==> src/rtl/mod_calc_pkg.sv <==
// Shared definitions for the modular-calculation datapath: default
// modulus/exponent, the exponentiation FSM state encoding and width helpers.
package mod_calc_pkg;

    localparam int MOD_DEFAULT = 997;
    localparam int EXP_DEFAULT = 500;

    typedef enum logic [2:0] {
        ST_IDLE   = 3'd0,
        ST_REDUCE = 3'd1,
        ST_SQR    = 3'd2,
        ST_MUL    = 3'd3,
        ST_DONE   = 3'd4
    } pow_state_e;

    // Number of exponent bits walked by the square-and-multiply loop.
    // EXP=0 still runs one (all-zero) bit so the result is 1.
    function automatic int calc_eb(input int exp_val);
        if (exp_val <= 0) begin
            return 1;
        end
        return $clog2(exp_val + 1);
    endfunction

    // Counter width that never collapses to zero bits.
    function automatic int clog2_min1(input int n);
        if ($clog2(n) < 1) begin
            return 1;
        end
        return $clog2(n);
    endfunction

endpackage

==> src/rtl/mod_mul_seq.sv <==
// Interleaved modular multiplier: p = a*b mod MOD, one multiplier bit per
// cycle, MSB first. The first iteration runs on the start edge, so p is
// final W edges after start and done pulses for one cycle after that.
module mod_mul_seq
    import mod_calc_pkg::*;
#(
    parameter int MOD = MOD_DEFAULT,
    parameter int W   = $clog2(MOD)
) (
    input  logic         clk,
    input  logic         rst,
    input  logic         start,
    input  logic [W-1:0] a,
    input  logic [W-1:0] b,
    output logic         done,
    output logic [W-1:0] p
);

    localparam int         CW    = clog2_min1(W + 1);
    localparam logic [W:0] MOD_X = (W + 1)'(MOD);

    logic [W-1:0]  a_q, a_d;
    logic [W-1:0]  b_q, b_d;
    logic [W-1:0]  p_q, p_d;
    logic [CW-1:0] cnt_q, cnt_d;
    logic          busy_q, busy_d;
    logic          done_q, done_d;

    // One interleaved step; operands are always < MOD so W+1 bits suffice.
    function automatic logic [W-1:0] mod_step(input logic [W-1:0] pv,
                                              input logic [W-1:0] av,
                                              input logic         bt);
        logic [W:0] t;
        t = {pv, 1'b0};
        if (t >= MOD_X) t = t - MOD_X;
        if (bt) t = t + {1'b0, av};
        if (t >= MOD_X) t = t - MOD_X;
        return t[W-1:0];
    endfunction

    // Next-state: load-and-iterate on start, then count remaining bits down.
    always_comb begin
        a_d    = a_q;
        b_d    = b_q;
        p_d    = p_q;
        cnt_d  = cnt_q;
        busy_d = busy_q;
        done_d = 1'b0;
        if (start) begin
            a_d    = a;
            b_d    = b << 1;
            p_d    = mod_step('0, a, b[W-1]);
            cnt_d  = CW'(W - 1);
            busy_d = (W > 1);
            done_d = (W == 1);
        end else if (busy_q) begin
            p_d   = mod_step(p_q, a_q, b_q[W-1]);
            b_d   = b_q << 1;
            cnt_d = cnt_q - 1'b1;
            if (cnt_q == CW'(1)) begin
                busy_d = 1'b0;
                done_d = 1'b1;
            end
        end
    end

    // Register update with synchronous reset.
    always_ff @(posedge clk) begin
        if (rst) begin
            a_q    <= '0;
            b_q    <= '0;
            p_q    <= '0;
            cnt_q  <= '0;
            busy_q <= 1'b0;
            done_q <= 1'b0;
        end else begin
            a_q    <= a_d;
            b_q    <= b_d;
            p_q    <= p_d;
            cnt_q  <= cnt_d;
            busy_q <= busy_d;
            done_q <= done_d;
        end
    end

    assign done = done_q;
    assign p    = p_q;

endmodule

==> src/rtl/mod_pow_seq.sv <==
// Sequential modular exponentiation z = x^EXP mod MOD with valid/ready on
// both sides. Latency from accept to out_valid is 1 + IN_W + 2*W*EB cycles
// regardless of the operand or exponent bits.
//
// state  | meaning
// -------+-----------------------------------------------------------------
// IDLE   | in_ready=1, waiting for an operand
// REDUCE | shift x in MSB first, r = x mod MOD (IN_W cycles)
// SQR    | acc = acc*acc mod MOD (first cycle only launches the multiply)
// MUL    | t = acc*xr mod MOD, committed to acc when EXP bit j is 1
// DONE   | out_valid=1, z held until out_ready
//
// Each multiply's done cycle launches the next one with the freshly
// committed accumulator, so phases chain back to back without bubbles.
module mod_pow_seq
    import mod_calc_pkg::*;
#(
    parameter int  MOD  = MOD_DEFAULT,
    parameter int  EXP  = EXP_DEFAULT,
    parameter int  IN_W = 24,
    localparam int W    = $clog2(MOD),
    localparam int EB   = calc_eb(EXP)
) (
    input  logic            clk,
    input  logic            rst,
    input  logic            in_valid,
    output logic            in_ready,
    input  logic [IN_W-1:0] x,
    output logic            out_valid,
    input  logic            out_ready,
    output logic [W-1:0]    z
);

    localparam int            CNTW    = clog2_min1(IN_W);
    localparam int            BW      = clog2_min1(EB);
    localparam logic [W:0]    MOD_X   = (W + 1)'(MOD);
    localparam logic [EB-1:0] EXP_VEC = EB'(EXP);

    pow_state_e      state_q, state_d;
    logic            in_ready_q, in_ready_d;
    logic            out_valid_q, out_valid_d;
    logic [W-1:0]    z_q, z_d;
    logic [IN_W-1:0] x_sh_q, x_sh_d;
    logic [W-1:0]    r_q, r_d;
    logic [CNTW-1:0] red_cnt_q, red_cnt_d;
    logic [W-1:0]    acc_q, acc_d;
    logic [BW-1:0]   bit_idx_q, bit_idx_d;
    logic            first_q, first_d;

    logic [W:0]      r_ext;
    logic [W-1:0]    acc_new;
    logic            exp_bit;
    logic            mul_start;
    logic [W-1:0]    mul_a, mul_b;
    logic            mul_done;
    logic [W-1:0]    mul_p;

    mod_mul_seq #(
        .MOD (MOD),
        .W   (W)
    ) u_mul (
        .clk   (clk),
        .rst   (rst),
        .start (mul_start),
        .a     (mul_a),
        .b     (mul_b),
        .done  (mul_done),
        .p     (mul_p)
    );

    // FSM next-state, datapath updates and multiplier launch control.
    always_comb begin
        state_d     = state_q;
        in_ready_d  = in_ready_q;
        out_valid_d = out_valid_q;
        z_d         = z_q;
        x_sh_d      = x_sh_q;
        r_d         = r_q;
        red_cnt_d   = red_cnt_q;
        acc_d       = acc_q;
        bit_idx_d   = bit_idx_q;
        first_d     = 1'b0;
        mul_start   = 1'b0;
        mul_a       = acc_q;
        mul_b       = acc_q;
        exp_bit     = EXP_VEC[bit_idx_q];
        acc_new     = exp_bit ? mul_p : acc_q;

        r_ext = {r_q, x_sh_q[IN_W-1]};
        if (r_ext >= MOD_X) r_ext = r_ext - MOD_X;

        case (state_q)
            ST_IDLE: begin
                if (in_valid && in_ready_q) begin
                    x_sh_d     = x;
                    r_d        = '0;
                    red_cnt_d  = CNTW'(IN_W - 1);
                    in_ready_d = 1'b0;
                    state_d    = ST_REDUCE;
                end
            end
            ST_REDUCE: begin
                x_sh_d    = x_sh_q << 1;
                r_d       = r_ext[W-1:0];
                red_cnt_d = red_cnt_q - 1'b1;
                if (red_cnt_q == '0) begin
                    acc_d     = W'(1);
                    bit_idx_d = BW'(EB - 1);
                    first_d   = 1'b1;
                    state_d   = ST_SQR;
                end
            end
            ST_SQR: begin
                if (first_q) begin
                    mul_start = 1'b1;
                end else if (mul_done) begin
                    acc_d     = mul_p;
                    mul_start = 1'b1;
                    mul_a     = mul_p;
                    mul_b     = r_q;
                    state_d   = ST_MUL;
                end
            end
            ST_MUL: begin
                if (mul_done) begin
                    acc_d = acc_new;
                    if (bit_idx_q == '0) begin
                        out_valid_d = 1'b1;
                        z_d         = acc_new;
                        state_d     = ST_DONE;
                    end else begin
                        bit_idx_d = bit_idx_q - 1'b1;
                        mul_start = 1'b1;
                        mul_a     = acc_new;
                        mul_b     = acc_new;
                        state_d   = ST_SQR;
                    end
                end
            end
            ST_DONE: begin
                if (out_ready) begin
                    out_valid_d = 1'b0;
                    in_ready_d  = 1'b1;
                    state_d     = ST_IDLE;
                end
            end
            default: begin
                out_valid_d = 1'b0;
                in_ready_d  = 1'b1;
                state_d     = ST_IDLE;
            end
        endcase
    end

    // State and registered outputs; reset aborts any operation in flight.
    always_ff @(posedge clk) begin
        if (rst) begin
            state_q     <= ST_IDLE;
            in_ready_q  <= 1'b1;
            out_valid_q <= 1'b0;
            z_q         <= '0;
            x_sh_q      <= '0;
            r_q         <= '0;
            red_cnt_q   <= '0;
            acc_q       <= '0;
            bit_idx_q   <= '0;
            first_q     <= 1'b0;
        end else begin
            state_q     <= state_d;
            in_ready_q  <= in_ready_d;
            out_valid_q <= out_valid_d;
            z_q         <= z_d;
            x_sh_q      <= x_sh_d;
            r_q         <= r_d;
            red_cnt_q   <= red_cnt_d;
            acc_q       <= acc_d;
            bit_idx_q   <= bit_idx_d;
            first_q     <= first_d;
        end
    end

    assign in_ready  = in_ready_q;
    assign out_valid = out_valid_q;
    assign z         = z_q;

endmodule

==> config.mk <==
export PLATFORM = sky130hd
export DESIGN_NAME = mod_pow_seq
export DESIGN_NICKNAME = d
export VERILOG_FILES = /design/src/rtl/mod_calc_pkg.sv /design/src/rtl/mod_mul_seq.sv /design/src/rtl/mod_pow_seq.sv
export SDC_FILE = /design/constraint.sdc
export NUM_CORES = 1
export LEC_CHECK = 0
export CORE_UTILIZATION = 37
export DETAILED_ROUTE_END_ITERATION = 16
export PLACE_DENSITY = 0.62
export SYNTH_ARGS = -nofsm -noshare
export SYNTH_HDL_FRONTEND = slang
export SYNTH_HIERARCHICAL = 1
export SYNTH_SLANG_ARGS = --single-unit
==> constraint.sdc <==
create_clock -name clk -period 4.05 [get_ports clk]
set_clock_uncertainty 0.15 [all_clocks]
set_input_delay 0.6075 -clock clk [delete_from_list [all_inputs] [get_ports clk]]
set_output_delay 0.6075 -clock clk [all_outputs]
set_load 0.02 [all_outputs]
After elaboration in Yosys (flattened, before gate mapping)
Memories as Yosys holds them, arrays and structs flattened. A register that Yosys moved wholly into a read port is not among the register bits.
Cells that the tools add are included.
{"block": "word_totals", "wordCells": 135, "register_bits": 104, "output_inout_bits": 12, "inputBits": 28, "romBits": 16, "memories": 1}
{"name": "(name not given)", "depth": 16, "word_bits": 1, "read_ports": 1, "rd_ports_with_merged_regs": 1, "wr": 0, "line": "mod_pow_seq.sv:86", "text": "exp_bit = EXP_VEC[bit_idx_q];"}
{"block": "op_classes", "muxes": 67, "order_cmp": 5, "bitwise": 4, "n_reduce_logical": 20, "addsub": 8, "eq_ne": 13}
{"operator": "$mux W10", "count": 18}
{"operator": "$mux W11", "count": 7}
{"operator": "$pmux W10 S2", "count": 3}
{"operator": "$pmux W24 S2", "count": 1}
{"operator": "$ge A11 B10 Y1 const B", "count": 4}
{"operator": "$pmux W10 S3", "count": 1}
{"operator": "$sub A10 B10 Y10 const B", "count": 3}
{"operator": "$mux W4", "count": 7}
{"operator": "$mux W24", "count": 1}
{"operator": "$mux W3", "count": 7}
{"operator": "$mux W1", "count": 15}
{"operator": "$pmux W3 S5", "count": 1}
{"operator": "$ne A2 B2 Y1 const B", "count": 6}
{"operator": "$add A11 B10 Y11", "count": 1}
{"operator": "$sub A11 B10 Y11 const B", "count": 1}
{"operator": "$pmux W5 S2", "count": 1}
{"operator": "$reduce_and A3 Y1", "count": 3}
{"operator": "$reduce_or A3 Y1", "count": 3}
{"operator": "$pmux W4 S2", "count": 1}
{"operator": "$reduce_and A4 Y1", "count": 2}
{"operator": "$sub A4 B1 Y4 const B", "count": 2}
{"operator": "$eq A3 B2 Y1 const B", "count": 2}
{"operator": "$pmux W1 S3", "count": 2}
{"operator": "$reduce_and A6 Y1", "count": 1}
{"operator": "17 further kinds", "count": 24}

Longest topological paths before layout
Gate-level depths: netlist of run 1.
{"block": "logic_depth", "depth_word": 13, "depth_mapped": 20}

Hierarchy
Netlist of run 1, hierarchy kept.
{"mod": "mod_pow_seq", "n_inst": 1, "cells_each": 454, "area_per_inst_um2": 3613.5}
{"mod": "mod_mul_seq", "n_inst": 1, "cells_each": 377, "area_per_inst_um2": 2967.8}

Worst setup path after synthesis of run 1
No wires, ideal clock.
{"block": "synth_timing", "path_kind": "register -> register", "start": "register u_mul.p_q[0] (netlist: u_mul/p[0])", "end": "register u_mul.p_q[2] (netlist: u_mul/p[2])", "n_path_buf": 0, "synth_period_minus_slack_ns": 4.041, "setup_ns": 0.141, "required_time_ns": 3.759, "t_arrival_ns": 3.750, "path_slack_ns": 0.009, "path_stages_with_launch": 16, "path_cell_list": "dfxtp_1 -> ha_1 -> or3_4 -> a31oi_4 -> xnor2_1 -> inv_1 -> fa_1 -> nand3b_1 -> a21oi_1 -> nor3_1 -> nor3b_1 -> a32oi_1 -> or3_4 -> and3_1 -> o31ai_1 -> a221oi_1"}
{"block": "synth_between", "elab_chain_len": 12, "elab_cells_between_ends": 25, "cone_classes": "add/sub: 4; order compare: 3; mux: 18"}
{"item": "start, declared", "line": "mod_mul_seq.sv:24", "text": "logic [W-1:0] p_q, p_d;"}
{"item": "start signal, assigned", "line": "mod_mul_seq.sv:79", "text": "p_q <= p_d;"}
{"item": "$sub A11 B10 Y11 or $ge A11 B10 Y1 (tied branches)", "line": "mod_mul_seq.sv:35", "text": "if (t >= MOD_X) t = t - MOD_X;"}
{"item": "$mux W11", "line": "mod_mul_seq.sv:35"}
{"item": "$mux W11", "line": "mod_mul_seq.sv:56", "text": "end else if (busy_q) begin"}
{"item": "$mux W11", "line": "mod_mul_seq.sv:49", "text": "if (start) begin"}
{"item": "$add A11 B10 Y11", "line": "mod_mul_seq.sv:36", "text": "if (bt) t = t + {1'b0, av};"}
{"item": "$mux W11", "line": "mod_mul_seq.sv:36"}
{"item": "$mux W11", "line": "mod_mul_seq.sv:56"}
{"item": "$mux W11", "line": "mod_mul_seq.sv:49"}
{"item": "$sub A10 B10 Y10 or $ge A11 B10 Y1 (tied branches)", "line": "mod_mul_seq.sv:37", "text": "if (t >= MOD_X) t = t - MOD_X;"}
{"item": "$mux W10", "line": "mod_mul_seq.sv:37"}
{"item": "$mux W10", "line": "mod_mul_seq.sv:56"}
{"item": "$mux W10 *", "line": "mod_mul_seq.sv:49"}
Mark *: on every way between the ends. The rest lies on a longest branch, timed or not. The select of a mux whose other input is x is not followed.
A chain may end at the register's enable or synchronous reset.

Final worst setup path of run 1
{"block": "layout_timing", "start": "register u_mul.p_q[1] (netlist: u_mul/p[1])", "end": "register u_mul.p_q[1] (netlist: u_mul/p[1])"}
{"block": "layout_between", "elab_chain_len": 12, "elab_cells_between_ends": 25, "cone_classes": "add/sub: 4; order compare: 3; mux: 18"}
{"item": "$sub A11 B10 Y11 or $ge A11 B10 Y1 (tied branches)", "line": "mod_mul_seq.sv:35"}
{"item": "$mux W11", "line": "mod_mul_seq.sv:35"}
{"item": "$mux W11", "line": "mod_mul_seq.sv:56"}
{"item": "$mux W11", "line": "mod_mul_seq.sv:49"}
{"item": "$add A11 B10 Y11", "line": "mod_mul_seq.sv:36"}
{"item": "$mux W11", "line": "mod_mul_seq.sv:36"}
{"item": "$mux W11", "line": "mod_mul_seq.sv:56"}
{"item": "$mux W11", "line": "mod_mul_seq.sv:49"}
{"item": "$ge A11 B10 Y1 or $sub A10 B10 Y10 (tied branches)", "line": "mod_mul_seq.sv:37"}
{"item": "$mux W10", "line": "mod_mul_seq.sv:37"}
{"item": "$mux W10", "line": "mod_mul_seq.sv:56"}
{"item": "$mux W10 *", "line": "mod_mul_seq.sv:49"}
Marked as above.

==> results of run 1 <==
state kept, by name (all words and copies together) (netlist names), 5 cells and up:
name and count:
red_cnt_q 5, u_mul/b_q 9, z 10, u_mul/p 10
x_sh_q 24, u_mul/a_q 10, acc_q 10, r_q 10
Yosys cell counts, types with 5 or more instances:
master      n
dfxtp_1   105
nand2_1   104
nor2_1    100
a21oi_1    47
nand3_1    38
mux2i_1    32
clkbuf_1   29
inv_1      29
a311oi_1   27
o21ai_0    27
ha_1       23
nor3_1     18
xnor2_1    18
a211oi_1   16
buf_2      16
a22oi_1    12
a22o_1     11
nand2b_1   11
a31oi_1     9
xor2_1      9
o21ai_1     8
and2_1      7
buf_1       6
nand3b_1    6
nor3b_1     6
o21a_1      6
a211o_1     5
a21o_1      5
nor2b_1     5
or3_1       5
routing by layer:
metal / vias to the layer above / global-route usage, % / share of wire, %
met3: 22 / 3.48 / 3.9
li1: 3083 / - / -
met2: 136 / 30.6 / 45
met1: 2830 / 26.2 / 50
met4: 0 / 5.18 / 1.5
met5: - / 0 / 0
final cells by class:
| type | instances | area, um2 | share of cell area [%] |
|---|---|---|---|
| Inverter | 29 | 109 | 1.39 |
| Clock inverter | 7 | 80.1 | 1.02 |
| Sequential cell | 105 | 2110 | 26.9 |
| Timing Repair Buffer | 84 | 727 | 9.29 |
| Multi-Input combinational cell | 642 | 4300 | 54.9 |
| Clock buffer | 9 | 225 | 2.88 |
| Tap cell | 225 | 282 | 3.60 |
power breakdown:
group          internal [mW]  switching [mW]  leakage, nW
clock                  0.441           0.456        0.146
combinational          0.180           0.271         1.99
sequential              1.12          0.0639        0.854
total                   1.74           0.791         2.99
critical path: stages, from the launching register on:
cell     delay (ns)
dfxtp_2        0.34
ha_4           0.17
or3_4          0.34
a31oi_4        0.20
buf_6          0.14
buf_4          0.09
o21ai_1        0.08
o21ai_2        0.12
ha_1           0.35
a21oi_1        0.16
o21ai_0        0.09
a31oi_1        0.23
xnor2_1        0.20
mux2i_4        0.13
o41ai_4        0.44
nand2_1        0.10
a311o_1        0.36
a21oi_1        0.13
through the flow:
step / util (%) / setup WS [ns] / instances
2_1_floorplan: - / 0.00895 / 831
3_3_place_gp: 42.2 / 0.0184 / 1082
3_5_place_dp: 42.2 / 0.0413 / 1082
4_1_cts: 44.1 / 0.00541 / 1099
5_1_grt: 45.1 / -0.0232 / 1101
6_report: 45.1 / 0.136 / 1101
kinds of logic (layout without fill, tap and decap cells):
group           Yosys count  after routing  synth area share [%]
simple gates            337            337                  24.8
compound gates          218            218                  23.8
flops                   105            105                  31.9
buf+inv                  84            129                  5.38
mux                      35             35                  5.59
xor+xnor                 28             28                  3.84
fa+ha+maj                24             24                  4.68
final timing paths:
check | depth (start not counted) | endpoint | slack (ns)
hold / removal | 2 | x_sh_q[21]$_SDFFE_PP0P_ | 0.34
hold reg to reg | 2 | x_sh_q[21]$_SDFFE_PP0P_ | 0.34
setup / recovery | 17 | u_mul/p[1]$_SDFFE_PP0P_ | 0.14
setup reg to reg | 17 | u_mul/p[1]$_SDFFE_PP0P_ | 0.14
repair_timing:
item / in CTS / in global routing
buffers inserted: 1 / 2
pin swaps: 1 / 12
resized for setup: 4 / 34
endpoints found under the setup margin: 3 / 8
==> results.cfg, run 1 <==
[layout]
stdcell_area_um2 = 7820
drive_above_1_share_pct = 14.0
final_nets = 923
most-common-layout-cells = 104 x nand2_1, 102 x dfxtp_1, 99 x nor2_1, 45 x a21oi_1, 44 x buf_4
syn2layout_area_growth_pct = 18.9
nFillCells = 1734
antenna_cells = 0
layout_commonest_cell = nand2_1

[detailed_routing]
antenna_left = 0
drc = 0
wl_per_cell_um = 15.5
wl_mm = 17.1
vias_per_cell = 5.51
first_pass_iters = 5
via_count = 6071
drt_iter0_drc = 364

[cts]
htree_levels = 3
cts_made_buffers = 9
cts_sinks = 105
clockRootBuffer = clkbuf_16
hold_buffers = 0
cts_tree = yes
clk_path_buf_depth = 2
insertion_delay_ns = 0.36
cts.clk_slew.worst_paths_ns = 0.08

[floorplanning]
die_area_um2 = 18300
row_count = 48
die_w_um = 135
die_y_um = 135
start_util_pct = 37.9
coreArea_um2 = 17400
pin_count = 40

[yosys]
synth_nets = 883
ys_seq_area_share_pct = 31.9
syn_inst = 831
synth_edf_count = 0
synth_top_area_cell = dfxtp_1
synth_top_flop_cell = dfxtp_1
ys_ff_latch = 105
async_flop_share_pct = 0
synth.distinct_cells = 83
yosysWarnings = 6
yosysTopAreaCellShare_pct = 31.9
syn-mean-instance-area_um2 = 7.92
synth_area_um2 = 6580
yosys-top-cells-area = dfxtp_1 32%, nand2_1 5.9%, nor2_1 5.7%, mux2i_1 4.9%, ha_1 4.4%

[place]
hpwl_mm = 12.3
gp_congestion = 0.913
dpl_cell_area_um2 = 7330
port_buffers = 39

[timing]
max_freq_mhz = 255
finalSetupViolCount = 0
period_minus_slack_ns = 3.91
finalMaxSlewViolations = 0
hold_viol_final = 0
relSlewSlack_pct = 39.2
worst_pin_slew_ns = 0.912
hold_ws_ns = 0.336
min_period_over_period_pct = 96.6
finalSetupTns_ns = 0

[setup_path]
critPathLaunchType = flip-flop
crit_fanout = 5
end_kind = flip-flop
crit_start = u_mul/p[1]$_SDFFE_PP0P_
cp_data_arrival_time_ns = 4.05
rr_startpoint = u_mul/p[1]$_SDFFE_PP0P_
crit_required_ns = 4.18
crit_type = flip-flop to flip-flop

[global_routing]
grt_pass1_wl_mm = 27.9
antenna_found_initial = 0
grt_max_degree = 38
grt_pass1_vias = 5574
track_usage_pct = 19.1
globalRoute.totalOverflow = 0

[power_and_ir_drop]
finalPower_mw = 2.53
vdd_drop_max_mv = 0.215
p_leak_nw = 2.99
powerDensity_nw_per_um2 = 324

[worst_hold_path]
min_path_type = flip-flop to flip-flop
hold_start = x_sh_q[21]$_SDFFE_PP0P_

[flow_run]
max_cap_viol_count = 0

[run_status]
status = finished, final reports clean
(Power assumes the default switching activity.)
==> inputs of run 2 (changes only) <==
--- a/config.mk
+++ b/config.mk
@@ -5,9 +5,9 @@
 export SDC_FILE = /design/constraint.sdc
 export NUM_CORES = 1
 export LEC_CHECK = 0
-export CORE_UTILIZATION = 37
+export CORE_UTILIZATION = 44
 export DETAILED_ROUTE_END_ITERATION = 16
-export PLACE_DENSITY = 0.62
+export PLACE_DENSITY = 0.7
 export SYNTH_ARGS = -nofsm -noshare
 export SYNTH_HDL_FRONTEND = slang
 export SYNTH_HIERARCHICAL = 1
==> results.cfg, run 2 (synthesis results as in run 1) <==
[run_status]
status = finished, final reports clean

[floorplanning]
die_w_um = 124
coreArea_um2 = 14600
pin_count = 40
start_util_pct = 45.1
die_area_um2 = 15500
row_count = 44
die_y_um = 124

[timing]
min_period_over_period_pct = 98.6
hold_viol_final = 0
finalSetupViolCount = 0
hold_ws_ns = 0.333
rsz0062_at_grt = yes
fin_ws_ns = 0.0586
worst_pin_slew_ns = 0.930
relSlewSlack_pct = 37.9
max_freq_mhz = 251
finalMaxSlewViolations = 0
period_minus_slack_ns = 3.99

[power_and_ir_drop]
p_leak_nw = 3.03
p_seq_share_pct = 46.3
vdd_drop_max_mv = 0.214
p_sw_uw = 717
powerDensity_nw_per_um2 = 331
finalPower_mw = 2.57
internal_power_mw = 1.86
combPwrFrac_pct = 17.2
pwr-share-clk_pct = 36.6
swShare_pct = 27.9

[detailed_routing]
via_count = 6093
antenna_left = 0
drt_iter0_drc = 517
wl_per_cell_um = 15.8
wl_mm = 16.7
drc = 0
vias_per_cell = 5.75
first_pass_iters = 5

[layout]
drive_above_1_share_pct = 13.5
nFillCells = 1350
layout_commonest_cell = nand2_1
most-common-layout-cells = 104 x nand2_1, 103 x dfxtp_1, 100 x nor2_1, 43 x a21oi_1, 43 x buf_4
top_register = x_sh_q
largest_register_ffs = 24
regArea_um2 = 2100
fin_cells = 1059
syn2layout_area_growth_pct = 18.2
antenna_cells = 0
stdcell_area_um2 = 7780
final_nets = 923
multi_input_area_um2 = 4290

[global_routing]
globalRoute.totalOverflow = 0
track_usage_pct = 21.2
grt_max_degree = 44
antenna_found_initial = 0
grt_pass1_vias = 5521
grt_pass1_wl_mm = 27.1

[setup_path]
crit_slowest_cell = fa_2
regToRegSetupSlack_ns = 0.06
end_kind = flip-flop
critPathLaunchType = flip-flop
crit_start = u_mul/p[0]$_SDFFE_PP0P_
crit_required_ns = 4.11
crit_fanout = 5
cp_slowest_stage_delay_ns = 0.43
cp_cell_sequence = ha_4 > or3_4 > a31oi_4 > buf_6 > inv_2 > ha_4 > inv_2 > fa_2 > nor2b_4 > o21ai_2 > a221oi_2 > a31o_1 > a21boi_4 > buf_4 > or3_4 > and3_1 > o31ai_1 > a221oi_1
crit_type = flip-flop to flip-flop
r2r_cells = 18
r2r_end = u_mul/p[2]$_SDFFE_PP0P_
cp_data_arrival_time_ns = 4.05
rr_startpoint = u_mul/p[0]$_SDFFE_PP0P_
crit_end = u_mul/p[2]$_SDFFE_PP0P_

[cts]
hold_buffers = 0
cts_made_buffers = 9
insertion_delay_ns = 0.36
clockRootBuffer = clkbuf_16
cts.clk_slew.worst_paths_ns = 0.07
cts_sinks = 105
htree_levels = 3
cts_tree = yes
clk_path_buf_depth = 2

[place]
hpwl_mm = 11.9
dpl_cell_area_um2 = 7250
port_buffers = 39
dpl_worst_slack_ns = 0.0241
gp_congestion = 0.895
place_inst = 1037

[flow_run]
max_cap_viol_count = 0

[worst_hold_path]
min_path_type = flip-flop to flip-flop
run 2: cell count changes in the layout (fill, tap and decap cells not counted), moves of 2 or more:
| cell | change |
|---|---|
| ha_1 | +3 |
| a21oi_1 | -2 |
| a21oi_2 | +2 |
| bufinv_16 | +2 |
| clkinv_8 | -2 |
| ha_2 | -2 |
| inv_6 | -2 |
| o31ai_1 | +2 |
| o31ai_2 | -2 |
run 2: worst min-delay path by stage:
stage	startpoint	endpoint	slack [ns]	depth (start not counted)
floorplan	x_sh_q[0]$_SDFFE_PP0P_	x_sh_q[0]$_SDFFE_PP0P_	0.30	2
global route	x_sh_q[14]$_SDFFE_PP0P_	x_sh_q[14]$_SDFFE_PP0P_	0.35	2
detailed placement	x_sh_q[7]$_SDFFE_PP0P_	x_sh_q[7]$_SDFFE_PP0P_	0.32	2
global placement	x_sh_q[0]$_SDFFE_PP0P_	x_sh_q[0]$_SDFFE_PP0P_	0.31	2
finish	x_sh_q[5]$_SDFFE_PP0P_	x_sh_q[5]$_SDFFE_PP0P_	0.33	2
CTS	x_sh_q[21]$_SDFFE_PP0P_	x_sh_q[21]$_SDFFE_PP0P_	0.34	2
run 2: timing repair:
action	in CTS	in global routing
pin swaps	1	18
endpoints found under the hold margin	0	0
setup endpoints to repair	2	8
buffers inserted	1	7
resized for setup	2	36
run 2: metal layers:
layer	wire [um]	vias to the layer above	track usage [%]
met3	769	17	3.65
met4	184	0	6.52
met5	0	-	0
li1	-	3073	-
met2	7400	133	32.0
met1	8320	2870	30.6
run 2: critical path, delay by kind of cell, from the launching register on:
kind	cells	cell delay [ns]
AOI/OAI and AO/OA	7	1.14
DFF	1	0.34
and+or+nand+nor	4	1.08
buffers and inverters	4	0.36
adders and majority gates	3	0.75
run 2: power by group through the flow:
stage | clock network, mW | registers (mW) | logic, mW
6_report | 0.941 | 1.19 | 0.441
2_1_floorplan | 0 | 1.19 | 0.354
4_1_cts | 0.960 | 1.19 | 0.442
5_1_grt | 0.995 | 1.20 | 0.494
3_3_place_gp | 0 | 1.21 | 0.433
3_5_place_dp | 0 | 1.21 | 0.438
run 2: cell type report:
class	instances	share of cell area [%]
clock buffers	11	3.12
clock inverters	4	0.981
well taps	184	2.96
repair buffers	84	9.39
inverters	29	1.40
flip-flops and latches	105	27.0
multi-input cells	642	55.1
run 2: metrics by stage:
stage	utilization (%)	setup TNS [ns]
final	53.3	0
after global routing	53.3	-0.516
after CTS	52.0	0
after detailed placement	49.7	0
after global placement	49.7	0
after floorplan	-	0
